### config.mk
export PLATFORM = sky130hd
export DESIGN_NAME = led_seq_ctrl
export DESIGN_NICKNAME = d
export VERILOG_FILES = /design/src/rtl/led_seq_ctrl.sv
export SDC_FILE = /design/constraint.sdc
export NUM_CORES = 1
export LEC_CHECK = 0
export CAP_MARGIN = 40
export CORE_MARGIN = 4
export CORE_UTILIZATION = 55
export DETAILED_ROUTE_END_ITERATION = 8
export GPL_TIMING_DRIVEN = 0
export PLACE_DENSITY_LB_ADDON = 0.08
export SLEW_MARGIN = 40
export SYNTH_ARGS = -nofsm -noshare
export SYNTH_HDL_FRONTEND = slang
export SYNTH_SLANG_ARGS = --single-unit
### constraint.sdc
create_clock -name sys_clk -period 3.1 [get_ports sys_clk]
set_input_delay 0.775 -clock sys_clk [delete_from_list [all_inputs] [get_ports sys_clk]]
set_output_delay 0.775 -clock sys_clk [all_outputs]
set_load 0.02 [all_outputs]
### src/rtl/led_seq_ctrl.sv
`default_nettype none
// ============================================================================
//  Module   : led_seq_ctrl
//  Purpose  : LED bank mode sequencer. One shared prescaler timebase paces
//             four display modes: IDLE, BLINK, FLOW, BOUNCE.
//  Revision : 1.0 - initial release
// ============================================================================
module led_seq_ctrl #(
  parameter int                 CNT_W   = 25,
  parameter logic [CNT_W-1:0]   CNT_MAX = 25'd24_999_999,
  parameter int                 LED_W   = 4
) (
  input  logic             sys_clk,
  input  logic             sys_rst_n,
  input  logic             mode_next,
  input  logic             pause_tgl,
  output logic [LED_W-1:0] led_out,
  output logic [1:0]       mode,
  output logic             paused,
  output logic             tick
);

  typedef enum logic [1:0] {
    ST_IDLE   = 2'd0,
    ST_BLINK  = 2'd1,
    ST_FLOW   = 2'd2,
    ST_BOUNCE = 2'd3
  } state_t;

  localparam logic [CNT_W-1:0] CNT_ONE   = {{(CNT_W-1){1'b0}}, 1'b1};
  localparam logic [CNT_W-1:0] CNT_PRE   = CNT_MAX - CNT_ONE;
  localparam logic [LED_W-1:0] LED_LSB   = {{(LED_W-1){1'b0}}, 1'b1};
  localparam logic             DIR_LEFT  = 1'b0;
  localparam logic             DIR_RIGHT = 1'b1;

  state_t             state_q, state_d;
  logic [CNT_W-1:0]   cnt_q, cnt_d;
  logic               tick_q, tick_d;
  logic               paused_q, paused_d;
  logic               dir_q, dir_d;
  logic [LED_W-1:0]   led_q, led_d;

  // State registers; asynchronous reset returns every output to zero at once.
  always_ff @(posedge sys_clk or negedge sys_rst_n) begin
    if (!sys_rst_n) begin
      state_q  <= ST_IDLE;
      cnt_q    <= '0;
      tick_q   <= 1'b0;
      paused_q <= 1'b0;
      dir_q    <= DIR_LEFT;
      led_q    <= '0;
    end else begin
      state_q  <= state_d;
      cnt_q    <= cnt_d;
      tick_q   <= tick_d;
      paused_q <= paused_d;
      dir_q    <= dir_d;
      led_q    <= led_d;
    end
  end

  // Next-state: mode advance wins over everything, else timebase + pattern.
  always_comb begin
    state_d  = state_q;
    cnt_d    = cnt_q;
    tick_d   = 1'b0;
    paused_d = paused_q;
    dir_d    = dir_q;
    led_d    = led_q;

    if (mode_next) begin
      // Entry edge: restart the timebase and load the new mode's pattern.
      cnt_d    = '0;
      paused_d = 1'b0;
      dir_d    = DIR_LEFT;
      case (state_q)
        ST_IDLE:  begin state_d = ST_BLINK;  led_d = '0;      end
        ST_BLINK: begin state_d = ST_FLOW;   led_d = LED_LSB; end
        ST_FLOW:  begin state_d = ST_BOUNCE; led_d = LED_LSB; end
        default:  begin state_d = ST_IDLE;   led_d = '0;      end
      endcase
    end else if (state_q == ST_IDLE) begin
      cnt_d    = '0;
      paused_d = 1'b0;
      dir_d    = DIR_LEFT;
      led_d    = '0;
    end else begin
      // A pending tick always consumes its count, even if a pause has just
      // started, so the held count after a pause never loses a period.
      if (!paused_q || tick_q) begin
        cnt_d = (cnt_q == CNT_MAX) ? '0 : cnt_q + CNT_ONE;
      end
      tick_d = !paused_q && (cnt_q == CNT_PRE);

      if (tick_q) begin
        case (state_q)
          ST_BLINK: led_d = ~led_q;
          ST_FLOW:  led_d = {led_q[LED_W-2:0], led_q[LED_W-1]};
          default: begin
            if (dir_q == DIR_LEFT) begin
              led_d = {led_q[LED_W-2:0], 1'b0};
              if (led_q[LED_W-2]) dir_d = DIR_RIGHT;
            end else begin
              led_d = {1'b0, led_q[LED_W-1:1]};
              if (led_q[1]) dir_d = DIR_LEFT;
            end
          end
        endcase
      end

      // Pause toggles after any tick-driven update in the same cycle.
      if (pause_tgl) paused_d = ~paused_q;
    end
  end

  assign led_out = led_q;
  assign mode    = state_q;
  assign paused  = paused_q;
  assign tick    = tick_q;

endmodule
`default_nettype wire

Word-level counts from Yosys, hierarchy flattened
Index checks and enable logic that the tools add are counted.
{"block": "totals", "ff_bits": 34, "latch_bits": 0, "mem_bits_rw": 0, "mem_bits_ro": 0, "in_bits": 4, "wordCells": 46, "memories": 0}
{"block": "op_classes", "addsub": 1, "n_mul": 0, "n_div": 0, "n_lt_le_gt_ge": 0, "n_eq_ne": 5, "shift": 0, "muxes": 23, "bitwise": 2, "n_reduce_logical": 9}
{"cell": "$mux W25", "n": 4}
{"cell": "$eq A25 B25 Y1 const B", "n": 2}
{"cell": "$add A25 B1 Y25 const B", "n": 1}
{"cell": "$mux W4", "n": 4}
{"cell": "$mux W1", "n": 13}
{"cell": "$reduce_bool A3 Y1", "n": 3}
{"cell": "$pmux W4 S2", "n": 1}
{"cell": "$pmux W2 S3", "n": 1}
{"cell": "$not A4 Y4", "n": 1}
{"cell": "$ne A3 B1 Y1 const B", "n": 1}
{"cell": "$eq A2 B1 Y1 const B", "n": 1}
{"cell": "$eq A2 B2 Y1 const B", "n": 1}
{"cell": "$logic_not A2 Y1", "n": 1}
{"cell": "$reduce_and A2 Y1", "n": 1}
{"cell": "$reduce_or A2 Y1", "n": 1}
{"cell": "$logic_and A1 B1 Y1", "n": 1}
{"cell": "$logic_not A1 Y1", "n": 1}
{"cell": "$logic_or A1 B1 Y1", "n": 1}
{"cell": "$not A1 Y1", "n": 1}

Longest topological paths before layout
Gate-level depths: netlist (run 1).
{"block": "logic_depth", "word_depth": 6, "ltp_mapped": 8}

Worst setup path after synthesis (run 1)
Ideal clock, no wire load.
{"block": "synth_path", "kind": "input to register", "from": "input mode_next", "to": "register cnt_q[21]", "setup_ns": 0.128, "arrival_time_ns": 2.008, "t_required_ns": 2.972, "setup_slack_ns": 0.965, "stages": 6, "path_cell_list": "buf_6 nor4b_2 nor3_1 nand4b_1 xor2_1 nor2_1"}
{"block": "synth_between", "elab_chain_len": 1, "elab_cells_between_ends": 2, "cone_classes": "mux: 1; reduce/logical: 1"}
{"item": "from (decl)", "line_no": "15", "rtl": "input logic mode_next,"}
{"item": "$reduce_bool A3 Y1 (no line) / $mux W25 (equally long branches)"}
{"item": "to (signal assigned)", "line_no": "54", "rtl": "cnt_q <= cnt_d;"}
{"item": "to (decl)", "line_no": "37", "rtl": "logic [CNT_W-1:0] cnt_q, cnt_d;"}
Parallel ways exist; a longest one is shown, timed or not.
A chain may end at the register's enable or synchronous reset.

Worst setup path in the final report (run 1)
{"block": "layout_path", "from": "register state_q[0], in the netlist mode[0]", "to": "register cnt_q[21]"}
{"block": "layout_between", "elab_chain_len": 3, "elab_cells_between_ends": 4, "cone_classes": "mux: 2; reduce/logical: 2"}
{"item": "from (decl)", "line_no": "36", "rtl": "state_t state_q, state_d;"}
{"item": "from (signal assigned)", "line_no": "53", "rtl": "state_q <= state_d;"}
{"item": "$logic_not A2 Y1 *", "line_no": "82", "rtl": "end else if (state_q == ST_IDLE) begin"}
{"item": "$mux W25", "line_no": "82"}
{"item": "$mux W25", "line_no": "71", "rtl": "if (mode_next) begin"}
Mark *: on every way between the ends. The rest lies on a longest branch, timed or not.

==> results.py, run 1 <==
metrics = {
    "routing": {
        "drt-total-wl_um": 4550,
        "ant_nets": 0,
        "dr.pass1.iters": 4,
        "vias_per_cell": 6.02,
        "vias": 1692,
        "drt_iter0_drc": 112,
        "remaining_drc_errors": 0,
        "wl_per_cell_um": 16.2,
    },
    "synth": {
        "syn-num-nets": 228,
        "yosys.area.top_type": "dfrtp_1",
        "synth_warnings": 0,
        "ys_ff_latch": 34,
        "synthArstFlopShare_pct": 100,
        "synth-main-ff-cell": "dfrtp_1",
        "synthCells": 218,
        "yosys-top-cells-area": "dfrtp_1 (42%), nand2_1 (4.6%), xor2_1 (4.3%), nor2_1 (4.2%), a21oi_1 (3.7%)",
        "synth_top_cell_area_share_pct": 41.6,
        "syn_area_um2": 2050,
        "seq_area_frac_synth_pct": 41.6,
        "synth-edff-count": 0,
        "synth_cell_types": 50,
        "avgSynthCellArea_um2": 9.39,
    },
    "layout": {
        "mostFrequentLayoutCell": "dfrtp_1",
        "drive_gt1_share_pct": 11.5,
        "nets": 246,
        "mostFrequentLayoutCells": "dfrtp_1 (34), nand2_1 (25), nor2_1 (23), a21oi_1 (15)",
        "fillers": 291,
        "fin_util_pct": 66.6,
        "diodes": 0,
        "areaGrowthSynthToFinish_pct": 12.8,
    },
    "floorplan": {
        "die_w_um": 69.0,
        "pin_count": 12,
        "initial_core_util_pct": 59.0,
        "die_h_um": 69.0,
        "floorplan.rows": 21,
        "dieArea_um2": 4760,
        "core-area_um2": 3470,
    },
    "setup_path": {
        "cp_cell_sequence": "inv_1 > ha_1 > nor4b_2 > nor3_1 > nand4b_1 > xor2_1 > nor2_1",
        "worstSetupEndpointType": "flop",
        "crit_fanout": 9,
        "ff2ff_setup_slack_ns": 0.73,
        "required_ns": 3.27,
        "crit_type": "reg2reg",
        "slowest_stage": "nor4b_2",
        "cp_data_arrival_time_ns": 2.53,
        "max_stage_delay_ns": 0.72,
        "start_kind": "flop",
    },
    "sta": {
        "min_period_over_period_pct": 76.3,
        "setup_viol": 0,
        "relSlewSlack_pct": 46.7,
        "max_clock_freq_mhz": 423,
        "fin_skew_ns": 0.00783,
        "setup_tns_ns": 0,
        "period_needed_ns": 2.37,
        "drv_slew": 0,
        "hold_violations": 0,
        "tightest_slew_ns": 0.793,
        "rsz0062_at_grt": "no",
    },
    "clocking": {
        "clock_path_buffers": 2,
        "clock_insertion_delay_worst_skew_ns": 0.29,
        "post_cts_buffers": 0,
        "ctsHtreeMaxLevel": 2,
        "tritoncts": "yes",
        "ctsHoldBuffers": 0,
        "path_clk_slew_ns": 0.07,
        "ctsResizeCount": 0,
        "clock_sinks": 34,
        "clockRootBuffer": "clkbuf_8",
        "cts_buffers": 5,
    },
    "grt": {
        "grt_max_degree": 24,
        "grt_overflow_total": 0,
        "grt_usage_pct": 20.9,
        "grt_pass1_wl_um": 8060,
        "grt_pass1_vias": 1717,
        "antenna_found_initial": 0,
    },
    "pwr": {
        "power_density_nw_per_um2": 557,
        "power_leakage_nw": 0.934,
        "peakVddDrop_uv": 387,
    },
    "placement": {
        "portBuffers": 10,
        "place_congestion": 0.880,
        "place_hpwl_um": 3160,
    },
    "status": {
        "status": "completed",
    },
    "flow_run": {
        "drv_cap": 0,
    },
    "min_path": {
        "hold_class": "in2async",
    },
}
[layout make-up]
class	count	area, µm²	area share (%)
sequential	34	851	36.8
inverter	7	26.3	1.14
tap	46	57.6	2.49
clock buffer	6	82.6	3.58
buffer	9	72.6	3.14
multi-input combinational	168	1100	47.5
timing repair buffer	11	123	5.31
[per-stage QoR]
step | instances | setup WS (ns) | instance area (µm²) | total power [mW] | hold slack (ns)
finish | 281 | 0.734 | 2310 | 1.29 | 0.377
global route | 281 | 0.513 | 2310 | 1.38 | 0.384
CTS | 281 | 0.716 | 2310 | 1.30 | 0.377
detailed placement | 275 | 0.622 | 2230 | 0.970 | 0.527
global placement | 274 | 0.540 | 2200 | 0.942 | 0.516
floorplan | 218 | 0.965 | 2050 | 0.821 | 0.479
[power breakdown]
part           switching, mW  internal (mW)  leakage (nW)
registers             0.0438          0.479         0.467
logic                  0.266          0.174         0.424
clock network          0.153          0.171        0.0431
total                  0.463          0.824         0.934
[state kept, by name (all words and copies together), names as in the netlist]
register / cells
dir_q: 1
cnt_q: 25
tick: 1
paused: 1
mode: 2
led_out: 4
[layer usage]
layer  wire (µm)  share of wire [%]  vias up  GRT usage [%]
met1        2060                 45      824           25.4
met3         163                3.6       10           5.38
li1            -                  -      820              -
met4          92                2.0        0           9.33
met2        2230                 49       38           34.9
met5           0                  0        -              0
[worst paths after layout]
| check | start | to | cells after the start |
|---|---|---|---|
| setup / recovery | mode[0]$_DFFE_PN0P_ | cnt_q[21]$_DFFE_PN0P_ | 7 |
| hold / removal | sys_rst_n | cnt_q[10]$_DFFE_PN0P_ | 1 |
| setup reg to reg | mode[0]$_DFFE_PN0P_ | cnt_q[21]$_DFFE_PN0P_ | 7 |
| hold reg to reg | cnt_q[22]$_DFFE_PN0P_ | cnt_q[22]$_DFFE_PN0P_ | 1 |
| max in group asynchronous | sys_rst_n | cnt_q[4]$_DFFE_PN0P_ | 2 |
| min in group sys_clk | cnt_q[22]$_DFFE_PN0P_ | cnt_q[22]$_DFFE_PN0P_ | 1 |
[Yosys cell counts, types with 2 or more instances]
cell	count
xnor2_1	2
clkbuf_4	2
xor2_1	10
clkbuf_1	2
o2bb2ai_1	3
nand2_1	25
buf_6	4
inv_1	7
ha_1	6
nand4b_1	3
a22oi_1	4
and2_1	2
o22ai_1	2
o21ai_0	4
and3_1	3
nand4_1	8
a311oi_1	3
nor3_1	8
nor2_1	23
or3_1	2
mux2i_1	5
a21oi_1	15
nand3_1	10
nor2b_1	5
dfrtp_1	34
a211oi_1	2
[critical path, delay by kind of cell, from the launching register on]
| family | cells | cell delay [ns] |
|---|---|---|
| flip-flops | 1 | 0.39 |
| adder cells (fa/ha/maj) | 1 | 0.30 |
| buffers and inverters | 1 | 0.09 |
| AND/OR/NAND/NOR | 4 | 1.29 |
| XOR/XNOR | 1 | 0.17 |
[logic make-up after synthesis]
family	after synthesis	synth area share, %
compound gates	43	14.8
xor+xnor	12	5.13
fa+ha+maj	6	3.67
buf+inv	16	4.83
flops	34	41.6
mux	5	2.45
simple gates	102	27.6
Note: power is estimated with default switching activity, not from simulation.
==> run 2, diff against run 1 <==
Clock period 3.1 ns to 2.2 ns, I/O delays scaled along.
==> results.py, run 2 (synthesis gave the netlist of run 1 again) <==
metrics = {
    "status": {
        "status": "completed",
    },
    "layout": {
        "drive_gt1_share_pct": 12.8,
        "final_area_um2": 2330,
        "diodes": 0,
        "fin_util_pct": 67.2,
        "mostFrequentLayoutCells": "dfrtp_1 (34), nand2_1 (25), nor2_1 (23), a21oi_1 (15)",
        "mostFrequentLayoutCell": "dfrtp_1",
        "largest_register_ff_count": 25,
        "largest-register": "cnt_q",
        "nets": 246,
        "areaGrowthSynthToFinish_pct": 13.8,
    },
    "placement": {
        "place_hpwl_um": 3160,
        "place_congestion": 0.880,
        "dpl-instance-area_um2": 2230,
        "place_ws_ns": -0.168,
        "portBuffers": 10,
    },
    "grt": {
        "grt_pass1_wl_um": 8100,
        "grt_max_degree": 24,
        "grt_pass1_vias": 1715,
        "antenna_found_initial": 0,
        "grt_usage_pct": 21.0,
        "grt_overflow_total": 0,
    },
    "sta": {
        "period_needed_ns": 2.11,
        "tightest_slew_ns": 0.666,
        "fin_ws_ns": 0.0861,
        "rsz0062_at_grt": "no",
        "drv_slew": 0,
        "setup_tns_ns": 0,
        "hold_violations": 0,
        "max_clock_freq_mhz": 473,
        "relSlewSlack_pct": 55.4,
        "fin_skew_ns": 0.00859,
        "setup_viol": 0,
        "min_period_over_period_pct": 96.1,
    },
    "setup_path": {
        "cp_cell_sequence": "or4b_4 > nor4_4 > nand4_4 > o21ai_4 > nor2_1",
        "worstSetupEndpointType": "flop",
        "crit_type": "reg2reg",
        "reg2reg_depth": 5,
        "slowest_stage": "or4b_4",
        "ff2ff_setup_slack_ns": 0.09,
        "r2r_end": "cnt_q[17]$_DFFE_PN0P_",
        "crit_fanout": 10,
        "start_kind": "flop",
        "startpoint": "cnt_q[9]$_DFFE_PN0P_",
        "rr_startpoint": "cnt_q[9]$_DFFE_PN0P_",
        "max_stage_delay_ns": 0.58,
        "required_ns": 2.36,
        "cp_data_arrival_time_ns": 2.28,
    },
    "routing": {
        "wl_per_cell_um": 16.5,
        "remaining_drc_errors": 0,
        "vias": 1684,
        "drt_iter0_drc": 118,
        "drt-total-wl_um": 4650,
        "ant_nets": 0,
        "dr.pass1.iters": 4,
        "vias_per_cell": 5.99,
    },
    "clocking": {
        "clockRootBuffer": "clkbuf_8",
        "cts_buffers": 5,
        "clock_insertion_delay_worst_skew_ns": 0.29,
        "tritoncts": "yes",
        "post_cts_buffers": 0,
        "ctsHtreeMaxLevel": 2,
        "clock_sinks": 34,
        "clock_path_buffers": 2,
        "path_clk_slew_ns": 0.07,
    },
    "floorplan": {
        "core-area_um2": 3470,
        "pin_count": 12,
        "dieArea_um2": 4760,
        "die_h_um": 69.0,
        "initial_core_util_pct": 59.0,
        "floorplan.rows": 21,
        "die_w_um": 69.0,
    },
    "min_path": {
        "hold_class": "in2async",
    },
    "pwr": {
        "power_leakage_nw": 0.937,
        "comb_power_share_pct": 34.8,
        "power_density_nw_per_um2": 787,
        "power_switching_mw": 0.661,
        "seq_power_share_pct": 40.3,
        "p_clk_share_pct": 24.9,
        "swShare_pct": 36.0,
        "peakVddDrop_uv": 548,
        "p_int_mw": 1.17,
    },
    "flow_run": {
        "drv_cap": 0,
    },
}
[run 2: cell counts in the layout (fill, tap and decap cells not counted)]
No cell type changed its count.
[run 2: worst max path at each step]
stage               cells past startpoint  slack (ns)                      to
global route                            5       0.007   cnt_q[13]$_DFFE_PN0P_
detailed placement                      7       -0.17   cnt_q[21]$_DFFE_PN0P_
floorplan                               7        0.11   cnt_q[21]$_DFFE_PN0P_
finish                                  5        0.09   cnt_q[17]$_DFFE_PN0P_
global placement                        1       -0.14  led_out[0]$_DFFE_PN0P_
CTS                                     8       0.004   cnt_q[22]$_DFFE_PN0P_
[run 2: stage by stage]
step | hold slack [ns] | std cells | total power [mW]
3_5_place_dp | 0.465 | 275 | 1.37
4_1_cts | 0.152 | 281 | 1.84
5_1_grt | 0.159 | 281 | 1.96
3_3_place_gp | 0.516 | 274 | 1.33
2_1_floorplan | 0.254 | 218 | 1.16
6_report | 0.152 | 281 | 1.83
[run 2: layout make-up]
cell class | instances | area, µm²
Clock buffer | 6 | 82.6
Timing Repair Buffer | 11 | 123
Multi-Input combinational cell | 168 | 1120
Buffer | 9 | 72.6
Tap cell | 46 | 57.6
Inverter | 7 | 26.3
Fill cell | 289 | 1140
Sequential cell | 34 | 851
[run 2: timing repair]
| item | in CTS | in global routing |
|---|---|---|
| setup endpoints to repair | 6 | 12 |
| hold buffers | 0 | 0 |
| resized for setup | 2 | 2 |
[run 2: per-layer routing]
layer	up-vias	track usage (%)	part of all wire (%)
met5	-	0	0
met4	0	9.33	2.0
met3	10	5.38	4.6
met2	50	35.0	49
met1	808	25.6	44
li1	816	-	-
[run 2: power by group through the flow]
stage	clock (mW)	sequential (mW)	combinational (mW)
2_1_floorplan	0	0.775	0.382
3_3_place_gp	0	0.741	0.586
3_5_place_dp	0	0.746	0.620
4_1_cts	0.471	0.736	0.631
5_1_grt	0.495	0.745	0.719
6_report	0.456	0.738	0.639
[run 2: worst max-delay path: cells and delay by family (launching register included)]
family,cells,cell delay [ns]
DFF,1,0.46
and+or+nand+nor,4,1.14
AOI/OAI and AO/OA,1,0.39
